$ cat config.mk
export PLATFORM = sky130hd
export DESIGN_NAME = pmbus_page_regs
export DESIGN_NICKNAME = d
export VERILOG_FILES = /design/src/rtl/pmbus_page_regs.sv
export SDC_FILE = /design/constraint.sdc
export NUM_CORES = 1
export LEC_CHECK = 0
export ABC_AREA = 1
export CAP_MARGIN = 20
export CORE_MARGIN = 1.5
export CORE_UTILIZATION = 44
export DETAILED_ROUTE_END_ITERATION = 8
export GPL_TIMING_DRIVEN = 0
export PLACE_DENSITY = 0.77
export RECOVER_POWER = 50
export SLEW_MARGIN = 10
export SYNTH_ARGS = -nofsm -noshare
export SYNTH_HDL_FRONTEND = slang
export SYNTH_SLANG_ARGS = --single-unit
$ cat constraint.sdc
create_clock -name clk -period 2.5 [get_ports clk]
set_input_delay 0.5 -clock clk [delete_from_list [all_inputs] [get_ports clk]]
set_output_delay 0.5 -clock clk [all_outputs]
set_load 0.1 [all_outputs]
$ cat src/rtl/pmbus_page_regs.sv
// Multi-rail PMBus command decoder and register file: PAGE-selected rails,
// latched STATUS_BYTE faults, VOUT_COMMAND (vid) registers and SMBALERT#.
module pmbus_page_regs #(
  parameter int unsigned NCH  = 4,
  parameter int unsigned NBUF = 2
) (
  input  logic             clk,
  input  logic             rst,
  input  logic             EN,
  input  logic             cmd_vld,
  input  logic [7:0]       cmd,
  input  logic             wr_vld,
  input  logic [7:0]       wr_data,
  input  logic             rd_req,
  input  logic             stop,
  output logic [7:0]       rd_data,
  output logic             rd_vld,
  input  logic [8*NCH-1:0] vout,
  input  logic [8*NCH-1:0] iout,
  input  logic [8*NCH-1:0] tmp,
  input  logic [8*NCH-1:0] vin,
  input  logic [5*NCH-1:0] flt,
  output logic [8*NCH-1:0] vid,
  output logic [7:0]       page,
  output logic             smbal_n
);

  typedef enum logic [1:0] {IDLE, XFER, COMMIT} state_t;

  localparam logic [3:0] NB = 4'(NBUF);

  state_t     state, state_nx;
  logic [7:0] cmd_r;
  logic [3:0] bidx, binc;
  logic       wrote, ovf;
  logic [7:0] wbuf [NBUF];

  // Rail arrays are sized for the maximum of 8 rails so a 3-bit page index
  // addresses them directly; entries at or above NCH stay at zero.
  logic [7:0] vid_r  [8];
  logic [7:0] vhi_r  [8];
  logic [5:1] lat    [8];
  logic [4:0] fl     [8];
  logic [7:0] vout_a [8];
  logic [7:0] iout_a [8];
  logic [7:0] tmp_a  [8];
  logic [7:0] vin_a  [8];
  logic [7:0] stat   [8];

  logic [2:0] rsel;
  logic [7:0] tgt;
  logic [7:0] wb0, wb1, b0, b1, rbyte;
  logic [3:0] rlen, wlen;
  logic       wable, any_lat;
  logic       rd_fire, wr_fire, wr_drop, restart;
  logic       cml_evt, clr_evt, page_we, vout_we;

  always_comb begin
    for (int unsigned k = 0; k < 8; k++) begin
      fl[k]     = '0;
      vout_a[k] = '0;
      iout_a[k] = '0;
      tmp_a[k]  = '0;
      vin_a[k]  = '0;
      stat[k]   = '0;
    end
    vid     = '0;
    any_lat = 1'b0;
    for (int unsigned k = 0; k < NCH; k++) begin
      fl[k]     = flt[5*k +: 5];
      vout_a[k] = vout[8*k +: 8];
      iout_a[k] = iout[8*k +: 8];
      tmp_a[k]  = tmp[8*k +: 8];
      vin_a[k]  = vin[8*k +: 8];
      stat[k]   = {1'b0, fl[k][0], lat[k], fl[k][0] | (|lat[k])};
      vid[8*k +: 8] = vid_r[k];
      any_lat   = any_lat | (|lat[k]);
    end
  end

  // Broadcast page reads from rail 0 and targets every rail for updates.
  always_comb begin
    rsel = (page == 8'hFF) ? 3'd0 : page[2:0];
    tgt  = '0;
    for (int unsigned k = 0; k < NCH; k++)
      tgt[k] = (page == 8'hFF) || (rsel == 3'(k));
  end

  always_comb begin
    wb0 = '0;
    wb1 = '0;
    for (int unsigned i = 0; i < NBUF; i++) begin
      if (i == 0) wb0 = wbuf[i];
      if (i == 1) wb1 = wbuf[i];
    end
  end

  always_comb begin
    rlen  = '0;
    wlen  = '0;
    wable = 1'b0;
    b0    = '0;
    b1    = '0;
    case (cmd_r)
      8'h00: begin rlen = 4'd1; wlen = 4'd1; wable = 1'b1; b0 = page; end
      8'h21: begin
        rlen = 4'd2; wlen = 4'd2; wable = 1'b1;
        b0 = vid_r[rsel]; b1 = vhi_r[rsel];
      end
      8'h78: begin rlen = 4'd1; b0 = stat[rsel]; end
      8'h79: begin rlen = 4'd2; b0 = stat[rsel]; end
      8'h88: begin rlen = 4'd2; b0 = vin_a[rsel]; end
      8'h8B: begin rlen = 4'd2; b0 = vout_a[rsel]; end
      8'h8C: begin rlen = 4'd2; b0 = iout_a[rsel]; end
      8'h8D: begin rlen = 4'd2; b0 = tmp_a[rsel]; end
      default: ;
    endcase
    rbyte = 8'hFF;
    if (bidx < rlen) rbyte = (bidx == 4'd0) ? b0 : b1;
    binc = (bidx == 4'hF) ? bidx : bidx + 4'd1;
  end

  always_comb begin
    state_nx = state;
    restart  = 1'b0;
    rd_fire  = 1'b0;
    wr_fire  = 1'b0;
    wr_drop  = 1'b0;
    cml_evt  = 1'b0;
    clr_evt  = 1'b0;
    page_we  = 1'b0;
    vout_we  = 1'b0;
    case (state)
      IDLE: begin
        if (!stop && cmd_vld) begin
          state_nx = XFER;
          restart  = 1'b1;
        end
        if (rd_req || wr_vld) cml_evt = 1'b1;
      end
      XFER: begin
        if (stop)                  state_nx = COMMIT;
        else if (cmd_vld)          restart  = 1'b1;
        else if (rd_req && wr_vld) cml_evt  = 1'b1;
        else if (rd_req) begin
          rd_fire = 1'b1;
          if (bidx >= rlen) cml_evt = 1'b1;
        end else if (wr_vld) begin
          if (bidx >= NB) begin
            wr_drop = 1'b1;
            cml_evt = 1'b1;
          end else begin
            wr_fire = 1'b1;
          end
        end
      end
      COMMIT: begin
        state_nx = IDLE;
        if (rd_req || wr_vld) cml_evt = 1'b1;
        if (cmd_r == 8'h03) begin
          if (wrote) cml_evt = 1'b1;
          else       clr_evt = 1'b1;
        end else if (wrote) begin
          if (ovf || !wable || (bidx != wlen)) cml_evt = 1'b1;
          else if (cmd_r == 8'h00) begin
            if ((wb0 < 8'(NCH)) || (wb0 == 8'hFF)) page_we = 1'b1;
            else                                   cml_evt = 1'b1;
          end else begin
            vout_we = 1'b1;
          end
        end
      end
      default: state_nx = IDLE;
    endcase
  end

  always_ff @(posedge clk) begin
    if (rst) begin
      state   <= IDLE;
      cmd_r   <= '0;
      bidx    <= '0;
      wrote   <= 1'b0;
      ovf     <= 1'b0;
      page    <= '0;
      rd_data <= '0;
      rd_vld  <= 1'b0;
      smbal_n <= 1'b1;
      for (int unsigned i = 0; i < NBUF; i++) wbuf[i] <= '0;
      for (int unsigned k = 0; k < 8; k++) begin
        vid_r[k] <= '0;
        vhi_r[k] <= '0;
        lat[k]   <= '0;
      end
    end else if (EN) begin
      state   <= state_nx;
      rd_vld  <= rd_fire;
      smbal_n <= ~any_lat;
      if (restart) begin
        cmd_r <= cmd;
        bidx  <= '0;
        wrote <= 1'b0;
        ovf   <= 1'b0;
        for (int unsigned i = 0; i < NBUF; i++) wbuf[i] <= '0;
      end
      if (rd_fire) begin
        rd_data <= rbyte;
        bidx    <= binc;
      end
      if (wr_fire) begin
        for (int unsigned i = 0; i < NBUF; i++)
          if (bidx == 4'(i)) wbuf[i] <= wr_data;
        bidx  <= binc;
        wrote <= 1'b1;
      end
      if (wr_drop) begin
        wrote <= 1'b1;
        ovf   <= 1'b1;
      end
      if (page_we) page <= wb0;
      // Set terms are OR-ed after the clear so a fault present during
      // CLEAR_FAULTS stays latched.
      for (int unsigned k = 0; k < 8; k++) begin
        if (vout_we && tgt[k]) begin
          vid_r[k] <= wb0;
          vhi_r[k] <= wb1;
        end
        lat[k] <= (lat[k] & ~{5{clr_evt && tgt[k]}})
                | {fl[k][1], fl[k][2], fl[k][3], fl[k][4], cml_evt && tgt[k]};
      end
    end
  end

endmodule

==> flow_summary.ini <==
[floorplan]
start_util_pct = 45.0
die_area_sq_um = 18600
die_h_um = 136
rows = 48
core_area_sq_um = 17400
ios = 221
die_width_um = 136

[route]
wl_per_cell_um = 21.0
remaining_drc_errors = 0
drt_first_pass_iters = 9
drt_wl_total_mm = 31.6
drtIter0Drc = 887
via_count = 8738
ant_nets = 0
via_per_inst = 5.81

[critical_path]
cp.required_ns = 2.66
cp_top_family = simple AND/OR/NAND/NOR gates
criticalPathCategory = register to register
endpoint_kind = register
crit_chain = inv_2 -> nor3_4 -> buf_12 -> nand3_2 -> nand4_1 -> a211oi_2 -> ha_1 -> a211oi_2 -> nand2_1 -> a31oi_1 -> nand3_2 -> nand2_1 -> a21oi_1
regToRegStartpoint = cmd_r[7]$_SDFFE_PP0P_
cp-start-kind = register
arrival_ns = 2.78
worstPathMaxFanout = 6
critPathMaxStageDelay_ns = 0.35
reg2reg_setup_slack_ns = -0.13
critPathSlowestCell = dfxtp_2
cp.buffers_inverters = 2
rr_worst_depth = 13
cp.depth = 13
rr_endpoint = lat[0][15]$_SDFFCE_PN0P_

[place]
hpwl_mm = 22.8
gp_congestion = 0.952
port_buffers = 220
dp.cells = 1455

[outcome]
violations = setup timing
outcome = complete, but fails checks

[timing]
fin_setup_tns_ns = -0.474
fmax_ghz = 0.381
skew_ns = 0.0127
maxSlewHeadroom_pct = 14.5
min_period_over_period_pct = 105
worstMarginPinSlew_ns = 1.29
fin_ws_ns = -0.127
report.final.slew_viol_count = 0
fin_crit_ns = 2.63
rsz0062_at_grt = yes
hold_slack_ns = 0.473
setup_violations = 4
finalHoldViolations = 0

[logic_synthesis]
syn_nets = 1187
yosys_warnings = 0
synth_enable_flop_cells = 100
yosysSeqAreaShare_pct = 47.1
async_flop_share_pct = 0
avgSynthCellArea_sq_um = 7.74
synth_cells = 1010
synthesis.area_sq_um = 7820
ys_types = 40
synth-main-ff-cell = edfxtp_1
ys_seq_elements = 134

[power]
ir_worst_vdd_mv = 0.387
p_leak_nw = 4.43
power_mw = 6.04
power.density_nw_per_um2 = 535

[final_layout]
instances_no_fill = 1503
drive_above_1_share_pct = 11.9
nets = 1442
synthToLayoutAreaGrowth_pct = 44.3
antennaDiodeCount = 0

[grt]
grt_pass1_vias = 8240
grt_use_total_pct = 33.7
grt_first_pass_wirelength_mm = 46.3
grt_max_degree = 22
overflow = 0
antenna_found_initial = 0

[clock_tree]
root_buffer = clkbuf_16
cts_inserted_buffers = 17
htreeDepth = 4
ctsHoldBuffers = 0
cts_tree = yes
cts_buffer_depth = 2
clock-sinks = 134
clk_pin_slew_ns = 0.06
clk_latency_ns = 0.43

[run]
maxCapViolations = 0

[hold_path]
worstHoldPathType = register to register
min_from = rd_vld$_SDFFE_PP0P_
min_path_cells = 2
worstHoldEndpoint = rd_vld$_SDFFE_PP0P_
==> power by group <==
part | internal, mW | switching (mW) | leakage [nW] | total [mW]
sequential | 2.47 | 0.0682 | 1.33 | 2.54
clock | 1.60 | 1.03 | 0.303 | 2.63
combinational | 0.374 | 0.491 | 2.80 | 0.864
==> cell families after synthesis <==
logic type,after synthesis,synth area share [%]
and+or+nand+nor,626,37.4
DFF,134,47.1
buffers and inverters,130,6.56
AOI/OAI and AO/OA,113,7.81
adders and majority gates,6,0.960
xor gates and xnor gates,1,0.112
==> metal layers <==
layer	GRT usage [%]	part of all wire [%]	vias up
met5	0	0	-
met4	19.4	5.4	0
met3	7.98	11	125
met2	56.9	48	609
met1	39.1	35	4047
li1	-	-	3957
==> synth_stat cells, drive strengths merged (2+ instances only) <==
library cell  instances  area [sq um]
a21oi                63           319
nand3                97           485
a22oi                 3          22.5
dfxtp                34           681
nand3b                9          92.6
edfxtp              100          3000
o21ai                34           170
clkinv                2          7.51
nor2                 99           392
buf                  11          66.3
nand4                44           288
ha                    6          75.1
nor4                  2          12.5
inv                  82           308
a221oi                2          17.5
a211oi                4          30.0
nor3                 75           510
clkbuf               35           131
nand2               296          1120
a31oi                 3          18.8
==> worst reg2reg max path, delay by kind of cell, from the launching register on <==
family	cells	cell delay (ns)
flip-flops	1	0.35
buffers and inverters	2	0.22
adder cells (fa/ha/maj)	1	0.32
AND/OR/NAND/NOR	6	0.86
AO/OA/AOI/OAI	4	0.60
==> worst max-delay path by stage <==
stage / from / slack, ns / to
2_1_floorplan: cmd_r[7]$_SDFFE_PP0P_ / 0.01 / lat[0][5]$_SDFFCE_PN0P_
3_3_place_gp: EN / -0.84 / vid_r[1][4]$_SDFFCE_PN0P_
3_5_place_dp: EN / -0.91 / vhi_r[1][4]$_SDFFCE_PN0P_
4_1_cts: cmd_r[4]$_SDFFE_PP0P_ / -0.04 / lat[0][15]$_SDFFCE_PN0P_
5_1_grt: cmd_r[6]$_SDFFE_PP0P_ / -0.20 / lat[0][10]$_SDFFCE_PN0P_
6_report: cmd_r[7]$_SDFFE_PP0P_ / -0.13 / lat[0][15]$_SDFFCE_PN0P_
==> through the flow <==
stage          setup WS [ns]  cell area (sq um)  util, %
4_1_cts              -0.0445              11100     64.0
2_1_floorplan         0.0131               7840        -
3_3_place_gp          -0.841              10300     59.5
5_1_grt               -0.204              11300     65.0
6_report              -0.127              11300     65.0
3_5_place_dp          -0.914              10300     59.5
==> cell usage in the layout (no fill, tap or decap), types with 3 or more instances in the layout <==
| cell type | Yosys | layout |
|---|---|---|
| nand2_2 | 3 | 5 |
| clkbuf_2 | 0 | 8 |
| dfxtp_1 | 34 | 21 |
| clkbuf_16 | 0 | 17 |
| bufinv_16 | 0 | 3 |
| nand3_1 | 97 | 92 |
| clkbuf_1 | 35 | 31 |
| a31oi_1 | 3 | 3 |
| a21oi_2 | 1 | 3 |
| nand4_1 | 42 | 42 |
| buf_2 | 8 | 3 |
| nand3b_1 | 7 | 7 |
| nor3_1 | 48 | 46 |
| a21oi_1 | 62 | 59 |
| clkdlybuf4s50_1 | 0 | 211 |
| inv_1 | 77 | 74 |
| a22oi_1 | 3 | 3 |
| nand3_2 | 0 | 3 |
| nor2_1 | 93 | 91 |
| edfxtp_1 | 100 | 100 |
| nor2_4 | 1 | 3 |
| o21ai_0 | 27 | 29 |
| dfxtp_2 | 0 | 11 |
| nor2_2 | 5 | 5 |
| nand2_8 | 0 | 4 |
| inv_6 | 0 | 7 |
| o21ai_1 | 7 | 4 |
| inv_2 | 5 | 8 |
| nand2_1 | 293 | 286 |
| nor3_2 | 27 | 28 |
| buf_6 | 2 | 6 |
| ha_1 | 6 | 6 |
| buf_4 | 0 | 16 |
==> registers in the layout, summed over array words and instances (netlist names), 2 cells and up <==
register / cells
page: 8
state: 2
cmd_r: 8
bidx: 4
vhi_r: 32
vid_r: 32
rd_data: 8
lat: 20
wbuf: 16
==> timing repair <==
action,CTS,global route
pin swaps,12,11
endpoints found under the setup margin,90,104
buffers inserted,6,13
gates resized for setup,31,46
==> layout make-up <==
class                           instances  area (sq um)
Buffer                                 43           216
Clock buffer                           18           429
Clock inverter                         14           185
Fill cell                            1480          6070
Inverter                               84           315
Multi-Input combinational cell        746          3810
Sequential cell                       134          3700
Tap cell                              225           282
Timing Repair Buffer                  239          2340
Note: power is estimated with default switching activity, not from simulation.
